`src/rtl/mesi_emitter_array.sv`:
```
// MESI line-state controller for a direct-mapped cache. CPU events come in over valid/ready,
// bus transactions go out over req/gnt, and remote snoops are applied every cycle.
module mesi_emitter_array #(
    parameter int IDX_W = 2
) (
    input  logic             CLK,
    input  logic             CLR,
    input  logic             cpu_valid,
    output logic             cpu_ready,
    input  logic [IDX_W-1:0] cpu_idx,
    input  logic [4:0]       CPU_event,
    output logic             bus_req,
    output logic [1:0]       bus_cmd,
    output logic [IDX_W-1:0] bus_idx,
    input  logic             bus_gnt,
    input  logic             snoop_valid,
    input  logic [IDX_W-1:0] snoop_idx,
    input  logic             snoop_cmd,
    output logic             snoop_wb,
    output logic             done,
    output logic             err,
    input  logic [IDX_W-1:0] state_idx,
    output logic [2:0]       state
);

    localparam int N_LINES = 2 ** IDX_W;

    localparam logic [2:0] ST_I = 3'b001;
    localparam logic [2:0] ST_S = 3'b010;
    localparam logic [2:0] ST_E = 3'b011;
    localparam logic [2:0] ST_M = 3'b100;

    localparam logic [1:0] CMD_RD   = 2'b00;
    localparam logic [1:0] CMD_RDX  = 2'b01;
    localparam logic [1:0] CMD_UPGR = 2'b10;
    localparam logic [1:0] CMD_WB   = 2'b11;

    typedef enum logic [1:0] {
        FSM_IDLE = 2'd0,
        FSM_WB   = 2'd1,
        FSM_REQ  = 2'd2
    } fsm_t;

    fsm_t             r_fsm;
    fsm_t             w_fsm_next;
    logic [2:0]       r_line [N_LINES];
    logic [2:0]       w_snp_next [N_LINES];
    logic [IDX_W-1:0] r_idx;
    logic [1:0]       r_cmd;
    logic [2:0]       r_final;
    logic             r_done;
    logic             r_err;
    logic             r_snoop_wb;

    logic             w_accept;
    logic [2:0]       w_cur;
    logic             w_legal;
    logic             w_silent;
    logic             w_silent_wr;
    logic             w_need_wb;
    logic [1:0]       w_bus_cmd;
    logic [2:0]       w_final;
    logic             w_bus_ev;
    logic             w_gnt;
    logic             w_snp_hit;
    logic             w_cpu_wr;
    logic [IDX_W-1:0] w_cpu_idx;
    logic [2:0]       w_cpu_val;

    assign w_accept  = (r_fsm == FSM_IDLE) && cpu_valid;
    assign w_cur     = r_line[cpu_idx];
    assign w_gnt     = bus_gnt && bus_req;
    assign w_snp_hit = snoop_valid && (snoop_idx == r_idx);
    assign w_bus_ev  = w_legal && !w_silent;

    // Classify the incoming event against the line's current state.
    always_comb begin
        w_legal     = (CPU_event[3:0] != 4'd0) &&
                      ((CPU_event[3:0] & (CPU_event[3:0] - 4'd1)) == 4'd0);
        w_silent    = 1'b0;
        w_silent_wr = 1'b0;
        w_need_wb   = 1'b0;
        w_bus_cmd   = CMD_RD;
        w_final     = ST_I;
        if (w_legal) begin
            if (CPU_event[1] && (w_cur != ST_I)) begin
                w_silent = 1'b1;
            end else if (CPU_event[3] && (w_cur == ST_E)) begin
                w_silent    = 1'b1;
                w_silent_wr = 1'b1;
            end else if (CPU_event[3] && (w_cur == ST_M)) begin
                w_silent = 1'b1;
            end else if (CPU_event[3] && (w_cur == ST_S)) begin
                w_bus_cmd = CMD_UPGR;
                w_final   = ST_M;
            end else if (CPU_event[1] || CPU_event[0]) begin
                w_need_wb = (w_cur == ST_M);
                w_bus_cmd = CMD_RD;
                w_final   = CPU_event[4] ? ST_S : ST_E;
            end else begin
                w_need_wb = (w_cur == ST_M);
                w_bus_cmd = CMD_RDX;
                w_final   = ST_M;
            end
        end
    end

    always_ff @(posedge CLK or posedge CLR) begin
        if (CLR) begin
            r_fsm <= FSM_IDLE;
        end else begin
            r_fsm <= w_fsm_next;
        end
    end

    // A snoop that touches the line being written back already flushed it, so the WB is skipped.
    always_comb begin
        w_fsm_next = r_fsm;
        case (r_fsm)
            FSM_IDLE: begin
                if (w_accept && w_bus_ev) begin
                    w_fsm_next = w_need_wb ? FSM_WB : FSM_REQ;
                end
            end
            FSM_WB: begin
                if (w_gnt || w_snp_hit) begin
                    w_fsm_next = FSM_REQ;
                end
            end
            FSM_REQ: begin
                if (w_gnt) begin
                    w_fsm_next = FSM_IDLE;
                end
            end
            default: w_fsm_next = FSM_IDLE;
        endcase
    end

    always_comb begin
        cpu_ready = 1'b0;
        bus_req   = 1'b0;
        bus_cmd   = 2'b00;
        bus_idx   = '0;
        case (r_fsm)
            FSM_IDLE: cpu_ready = 1'b1;
            FSM_WB: begin
                bus_req = 1'b1;
                bus_cmd = CMD_WB;
                bus_idx = r_idx;
            end
            FSM_REQ: begin
                bus_req = 1'b1;
                bus_cmd = r_cmd;
                bus_idx = r_idx;
            end
            default: cpu_ready = 1'b0;
        endcase
    end

    always_ff @(posedge CLK or posedge CLR) begin
        if (CLR) begin
            r_idx      <= '0;
            r_cmd      <= CMD_RD;
            r_final    <= ST_I;
            r_done     <= 1'b0;
            r_err      <= 1'b0;
            r_snoop_wb <= 1'b0;
        end else begin
            r_done     <= (w_accept && w_legal && w_silent) || ((r_fsm == FSM_REQ) && w_gnt);
            r_err      <= w_accept && !w_legal;
            r_snoop_wb <= snoop_valid && (r_line[snoop_idx] == ST_M);
            if (w_accept && w_bus_ev) begin
                r_idx   <= cpu_idx;
                r_cmd   <= w_bus_cmd;
                r_final <= w_final;
            end else if ((r_fsm == FSM_REQ) && (r_cmd == CMD_UPGR) && w_snp_hit &&
                         snoop_cmd && !w_gnt) begin
                // Our shared copy was invalidated: the upgrade must now fetch the line.
                r_cmd <= CMD_RDX;
            end
        end
    end

    // CPU-side line writes come either from a silent E->M or from the final grant.
    assign w_cpu_wr  = (w_accept && w_silent_wr) || ((r_fsm == FSM_REQ) && w_gnt);
    assign w_cpu_idx = w_accept ? cpu_idx : r_idx;
    assign w_cpu_val = w_accept ? ST_M : r_final;

    genvar gi;
    generate
        for (gi = 0; gi < N_LINES; gi++) begin : g_line
            always_comb begin
                w_snp_next[gi] = r_line[gi];
                if (snoop_valid && (snoop_idx == IDX_W'(gi))) begin
                    if (snoop_cmd) begin
                        w_snp_next[gi] = ST_I;
                    end else if ((r_line[gi] == ST_M) || (r_line[gi] == ST_E)) begin
                        w_snp_next[gi] = ST_S;
                    end
                end
            end

            // CPU write takes priority over a same-edge snoop on the same line.
            always_ff @(posedge CLK or posedge CLR) begin
                if (CLR) begin
                    r_line[gi] <= ST_I;
                end else if (w_cpu_wr && (w_cpu_idx == IDX_W'(gi))) begin
                    r_line[gi] <= w_cpu_val;
                end else begin
                    r_line[gi] <= w_snp_next[gi];
                end
            end
        end
    endgenerate

    assign state    = r_line[state_idx];
    assign done     = r_done;
    assign err      = r_err;
    assign snoop_wb = r_snoop_wb;

endmodule

```
`config.mk`:
```
export PLATFORM = sky130hd
export DESIGN_NAME = mesi_emitter_array
export DESIGN_NICKNAME = d
export VERILOG_FILES = /design/src/rtl/mesi_emitter_array.sv
export SDC_FILE = /design/constraint.sdc
export NUM_CORES = 1
export LEC_CHECK = 0
export ABC_AREA = 1
export BUFFER_PORTS_ARGS = -buffer_cell sky130_fd_sc_hd__buf_4
export CORE_ASPECT_RATIO = 1.1
export CORE_UTILIZATION = 44
export CTS_CLUSTER_DIAMETER = 200
export CTS_CLUSTER_SIZE = 14
export DETAILED_ROUTE_END_ITERATION = 10
export GPL_ROUTABILITY_DRIVEN = 0
export MAX_ROUTING_LAYER = met4
export SETUP_SLACK_MARGIN = 0.02
export SYNTH_ARGS = -nofsm -noshare
export SYNTH_HDL_FRONTEND = slang
export SYNTH_SLANG_ARGS = --single-unit
export TNS_END_PERCENT = 1
```
`constraint.sdc`:
```
create_clock -name CLK -period 5.1 [get_ports CLK]
set_input_delay 1.02 -clock CLK [delete_from_list [all_inputs] [get_ports CLK]]
set_output_delay 1.02 -clock CLK [all_outputs]
set_load 0.02 [all_outputs]
```
* After elaboration in Yosys (flattened, before gate mapping)
Index checks and enable logic that the tools add are counted.
W data, S select, Z words.
** Word-level totals
- Output and inout bits :: 12
- Register bits after elaboration :: 24
- Bits of input ports :: 17
- Word-level logic and storage cells :: 167
** Operators by class
- Add/subtract/negate cells :: 1
- Bitwise logic cells :: 4
- Eq/ne operators :: 26
- Muxes and demuxes :: 63
- Magnitude comparators :: 3
- Reduce and logical (&&, ||, !) cells :: 59
** Operator list (number)
- $mux W3 :: 29
- $logic_and A1 B1 Y1 :: 28
- $mux W2 :: 13
- $bmux W3 S2 :: 3
- $eq A3 B2 Y1 const B :: 6
- $eq A3 B3 Y1 const B :: 6
- $mux W1 :: 16
- $eq A2 B2 Y1 const B :: 6
- $reduce_bool A3 Y1 :: 4
- $reduce_bool A2 Y1 :: 5
- $ge A3 B3 Y1 const B :: 3
- $not A2 Y3 :: 3
- $logic_or A1 B1 Y1 :: 8
- $reduce_and A2 Y1 :: 4
- $eq A2 B1 Y1 const B :: 3
- $logic_not A2 Y1 :: 3
- $pmux W2 S3 :: 1
- $and A4 B4 Y4 :: 1
- $logic_not A4 Y1 :: 1
- $ne A2 B2 Y1 const B :: 2
- $pmux W2 S2 :: 1
- $reduce_bool A4 Y1 :: 1
- $sub A4 B1 Y4 const B :: 1
- $logic_not A1 Y1 :: 3
- other kinds (5) :: 5

* Logic depth before layout (Yosys ltp)
Gate-level depths: netlist of run 1.
- Depth in word-level cells :: 15
- Gate-level depth with buffers :: 14
- Gate-level depth less buffers :: 12

* Worst setup path before layout of run 1
OpenSTA, ideal clock, no wires.
- Kind :: input -> output
- Start point :: input state_idx[0]
- End point :: output state[1]
- Arrival :: 1648 ps
- Stages on the path :: 4
- Slack :: 2432 ps
- Required time :: 4080 ps
- Path buffers :: 0
- Cell sequence :: inv_1 > o21ai_0 > a21oi_1 > a21oi_1
** Between the ends
- Word-level cells in the longest chain between the ends :: 4
** RTL lines
- start, declared :: line 22 : input logic [IDX_W-1:0] state_idx,
- $not A2 Y3 (implied by the code) :: line 216 : assign state = r_line[state_idx];
- $bmux W3 S2 :: line 216
- $mux W3 (implied by the code) (2 in a row) :: line 216
- end, declared :: line 23 : output logic [2:0] state
No other way between the ends. The select of a mux whose other input is x is not followed.

* Worst setup path in the final report of run 1
Ends and elaborated chain as after synthesis.

==> impl_metrics.ini, run 1 <==
[cts]
cts_sinks = 24
clock_latency_ps = 270
tritoncts = built
cts-root-buf = clkbuf_8
h-tree-depth = 1
post_cts_buffers = 0
cts_buffer_depth = 2
cts_buffers = 3
path_clk_slew_ps = 80
cts_resized = 0
cts_hold_buf = 0

[worst_hold_path]
hold_path_end = r_final[0]
min_path_type = register to register
worstHoldStart = r_final[0]
min_path_cells = 2

[setup_path]
path_cells = buf_4 -> inv_1 -> o21ai_0 -> a21oi_1 -> a21oi_1 -> buf_4
rr_startpoint = r_fsm[0]
cp_data_required_time_ps = 4080
cp_max_fo = 9
cpLargestDelayFamily = buffers and inverters
critical_path_arrival_ps = 1760
regToRegSetupSlack_ps = 3110
cp_slowest_stage_delay_ps = 170
critPathCaptureType = output pin
criticalPathCategory = primary input to output pin
r2r-end = r_fsm[1]
crit_slowest_cell = inv_1
cp_num_buf_inv = 3
reg2reg_depth = 9
critPathLaunchType = primary input

[timing]
worst_pin_slew_ps = 948.5
report.final.slew_viol_count = 0
rsz0062_at_grt = no
setup_viol = 0
hold_viol = 0
relSlewSlack_pct = 36.70
finalClockSkew_ps = 12.29
fmax_ghz = 0.3603
min_period_over_period_pct = 54.42
fin_setup_tns_ps = 0
fin_crit_ps = 2776
setup_slack_ps = 2324
hold_slack_ps = 474.4

[yosys]
synthAdderAreaFrac_pct = 1.921
synth-xor-area-share_pct = 0
synthMuxAreaShare_pct = 0
ys_seq_elements = 24
synthSimpleGateAreaFrac_pct = 44.88
syn_inst = 279
ys_types = 31
synth_area_leaders = dfrtp_1 (24%), nand2_1 (15%), nand3_1 (10%)
synthesis.area_sq_um = 1954
synth_compound_area_share_pct = 11.52
syn_nets = 299
yosysTopAreaCellShare_pct = 24.33
yosysSeqAreaShare_pct = 31.05
synth.avg_cell_area_sq_um = 7.005
ys_warn_count = 0
synth_top_family_by_area = simple AND/OR/NAND/NOR gates
synth_area_leader_cell = dfrtp_1

[die]
ioPinCount = 29
num_rows = 25
core_area_sq_um = 4285
die_w_um = 65.55
start_util_pct = 45.61
dieArea_sq_um = 4713
dieHeight_um = 71.90

[detailed_routing]
vias_per_cell = 5.178
remaining_drc_errors = 0
routed_wl_um = 4696
first_pass_iters = 4
routedWlPerCell_um = 13.04
antenna_left = 0
drtIter0Drc = 89
vias = 1864

[status]
outcome = finished, final reports clean

[placement]
dpl.hpwl_um = 3621
io_buffers = 28
place_ws_ps = 2333

[global_route]
grtUsageTotal_pct = 22.05
grt_max_degree = 25
antenna_found_initial = 0
first_global_vias = 1665
grt_pass1_wl_um = 7783
grt-ovfl-total = 0

[cells_and_area]
fillCellCount = 432
insertedDiodeCount = 0
area_growth_pct = 14.08
nets = 327
final_cell_mix = nand2_1 (76), nand3_1 (39), inv_1 (34)
drive_above_1_share_pct = 24.18
layout_commonest_cell = nand2_1

[power_and_ir_drop]
p_leak_nw = 1.172
powerDensity_nw_per_um2 = 476.0
ir_drop_mv = 0.2805

[run]
max_cap_violations = 0
==> metrics by stage <==
stage                     power (mW)  util, %  area, sq um  std cells
after floorplan               0.7798        -         1954        279
after global placement        0.9218    50.74         2175        356
after detailed placement      0.9285    50.74         2175        356
after CTS                      1.063    52.03         2230        360
after global routing           1.150    52.03         2230        360
final                          1.061    52.03         2230        360
==> synthesized netlist by cell type (all sizes together) <==
cell,count
nand3b,4
a31oi,1
dfstp,5
ha,3
inv,38
nand3,42
nor4,2
buf,4
a21oi,13
nand2,91
dfrtp,19
o31ai,1
clkbuf,1
o21ai,16
o221ai,1
o22ai,5
nor2,25
nand4,8
==> worst reg2reg max path, cell delays in order (launching register included) <==
cell,delay [ps]
dfrtp_1,400
inv_1,90
ha_1,240
nand2_2,240
nor2_8,190
nand4_2,320
nand2_1,210
nand2_1,80
nand2_1,70
nand2_1,50
==> routing by layer <==
layer	GRT usage (%)	routed length, um	up-vias
met4	4.348	25	0
li1	-	-	973
met1	31.34	2353	864
met2	34.82	2178	25
met5	-	0	-
met3	1.415	139	2
==> cell type report <==
cell class	instances	area, sq um	share of cell area, %
sequential	24	606.8	27.22
timing repair buffer	28	210.2	9.428
inverter	38	150.1	6.734
tap	54	67.56	3.030
multi-input combinational	212	1140	51.12
clock buffer	4	55.05	2.469
==> kinds of logic after synthesis <==
logic type	after synthesis
AOI/OAI and AO/OA	37
buffers and inverters	43
adders and majority gates	3
and+or+nand+nor	172
DFF	24
==> power by group <==
group / internal (mW) / total [mW] / switching [mW]
registers: 0.282 / 0.391 / 0.108
logic: 0.200 / 0.538 / 0.339
clock network: 0.0689 / 0.132 / 0.0635
total: 0.551 / 1.06 / 0.510
==> state kept, by name (all words and copies together) (netlist names) <==
register / cells
done: 1
err: 1
r_cmd: 2
r_final: 3
r_fsm: 2
r_idx: 2
r_line: 12
snoop_wb: 1
==> worst max-delay path by stage <==
stage | startpoint | endpoint | slack [ps] | cells after the start
3_3_place_gp | state_idx[0] | state[1] | 2370 | 6
5_1_grt | state_idx[0] | state[1] | 2180 | 6
4_1_cts | state_idx[0] | state[1] | 2330 | 6
2_1_floorplan | state_idx[0] | state[1] | 2430 | 4
6_report | state_idx[0] | state[1] | 2320 | 6
3_5_place_dp | state_idx[0] | state[2] | 2330 | 6
No activity file was read; power rests on OpenSTA's default activity.
==> run 2, diff against run 1 <==
- clock period: 5.1 -> 2.7 ns (I/O delays scaled with it)
==> run 2 against run 1 <==
Critical path depth is 3 higher. Routed wire length is 2.1% lower. Setup slack worse by 1700 ps. Critical path type is now register to register. Critical endpoint is now r_final[2]. Largest cell class unchanged.
==> impl_metrics.ini, run 2 (synthesized netlist as in run 1, its figures left out) <==
[cts]
tritoncts = built
cts_buffers = 3
post_cts_buffers = 0
clock_latency_ps = 270
cts-root-buf = clkbuf_8
path_clk_slew_ps = 90
cts_resized = 0
h-tree-depth = 1
cts_buffer_depth = 2
cts_sinks = 24
cts_hold_buf = 0

[timing]
setup_slack_ps = 668.9
fmax_ghz = 0.4923
report.final.slew_viol_count = 0
relSlewSlack_pct = 67.19
fin_setup_tns_ps = 0
rsz0062_at_grt = no
setup_viol = 0
finalClockSkew_ps = 4.743
worst_pin_slew_ps = 491.7
hold_viol = 0
min_period_over_period_pct = 75.23
fin_crit_ps = 2031

[die]
ioPinCount = 29
start_util_pct = 45.61
dieHeight_um = 71.90
core_area_sq_um = 4285
die_w_um = 65.55
dieArea_sq_um = 4713
num_rows = 25

[detailed_routing]
vias = 1867
first_pass_iters = 4
drtIter0Drc = 81
antenna_left = 0
routed_wl_um = 4596
routedWlPerCell_um = 12.73
vias_per_cell = 5.172
remaining_drc_errors = 0

[cells_and_area]
nets = 328
fillCellCount = 432
area_growth_pct = 15.30
final_cell_mix = nand2_1 (76), nand3_1 (39), inv_1 (34)
drive_above_1_share_pct = 24.43
stdcell_area_sq_um = 2253
top_register = r_line
ff_latch_area_sq_um = 606.8
top_regs = r_line (12), r_final (3)
layout_commonest_cell = nand2_1
largest_register_ffs = 12
insertedDiodeCount = 0
multi_input_area_sq_um = 1140

[placement]
io_buffers = 28
dpl.hpwl_um = 3599
placed_cell_area_sq_um = 2182
place_ws_ps = 615.2

[setup_path]
criticalPathCategory = register to register
cp_slowest_stage_delay_ps = 410
cpLargestDelayFamily = simple AND/OR/NAND/NOR gates
cpMostUsedCell = inv_1
crit_slowest_cell = dfrtp_1
critPathLaunchType = register
cp_data_required_time_ps = 2870
path_cells = inv_1 -> ha_1 -> nand2_2 -> nor2_8 -> nand4_2 -> nor2_1 -> inv_1 -> nand2_1 -> inv_1
critPathCaptureType = register
cp_num_buf_inv = 3
critical_path_arrival_ps = 2210
cp_max_fo = 13

[global_route]
grt_pass1_wl_um = 7665
first_global_vias = 1615
grtUsageTotal_pct = 21.84
grt-ovfl-total = 0
grt_max_degree = 25
antenna_found_initial = 0

[power_and_ir_drop]
powerDensity_nw_per_um2 = 917.6
p_total_mw = 2.068
p_leak_nw = 1.184
ir_drop_mv = 0.4632

[status]
outcome = finished, final reports clean

[run]
max_cap_violations = 0

[worst_hold_path]
min_path_type = primary input to async pin
## run 2: layer usage
metal  global-route usage (%)  vias to the layer above  share of wire [%]  routed length (um)
met4                    5.797                        0                1.0                  48
met1                    32.77                      841                 52                2375
li1                         -                      974                  -                   -
met2                    31.84                       47                 43                1977
met5                        -                        -                  0                   0
met3                    1.415                        5                4.2                 194
## run 2: path summary, 6_finish.rpt
path	slack, ps	startpoint	cells past startpoint	end
max	670	r_fsm[0]	9	r_final[2]
min	310	CLR	3	r_fsm[1]
max reg2reg	670	r_fsm[0]	9	r_final[2]
min reg2reg	480	r_final[0]	2	r_final[0]
max in group asynchronous	2090	CLR	3	r_line[9]
min in group CLK	460	CPU_event[4]	4	r_final[0]
## run 2: tightest hold or removal path, stage by stage
cell   delay [ps]
buf_4         110
inv_1          40
buf_4         300
## run 2: layout make-up
| cell class | count | share of cell area [%] |
|---|---|---|
| clock buffers | 3 | 1.832 |
| clock inverters | 1 | 1.333 |
| inverters | 38 | 6.663 |
| multi-input cells | 212 | 50.58 |
| flip-flops and latches | 24 | 26.93 |
| well taps | 54 | 2.998 |
| repair buffers | 29 | 9.661 |
## run 2: where the power goes
part           switching (mW)  internal (mW)  leakage (nW)
registers               0.201          0.533         0.296
clock network           0.119          0.198        0.0357
logic                   0.638          0.378         0.852
## run 2: through the flow
stage               hold WS (ps)  cells  util (%)
finish                     311.4    361     52.58
global route               354.5    361     52.58
CTS                        319.7    361     52.58
detailed placement         468.2    357     50.92
global placement           471.1    357     50.92
floorplan                  446.3    279         -
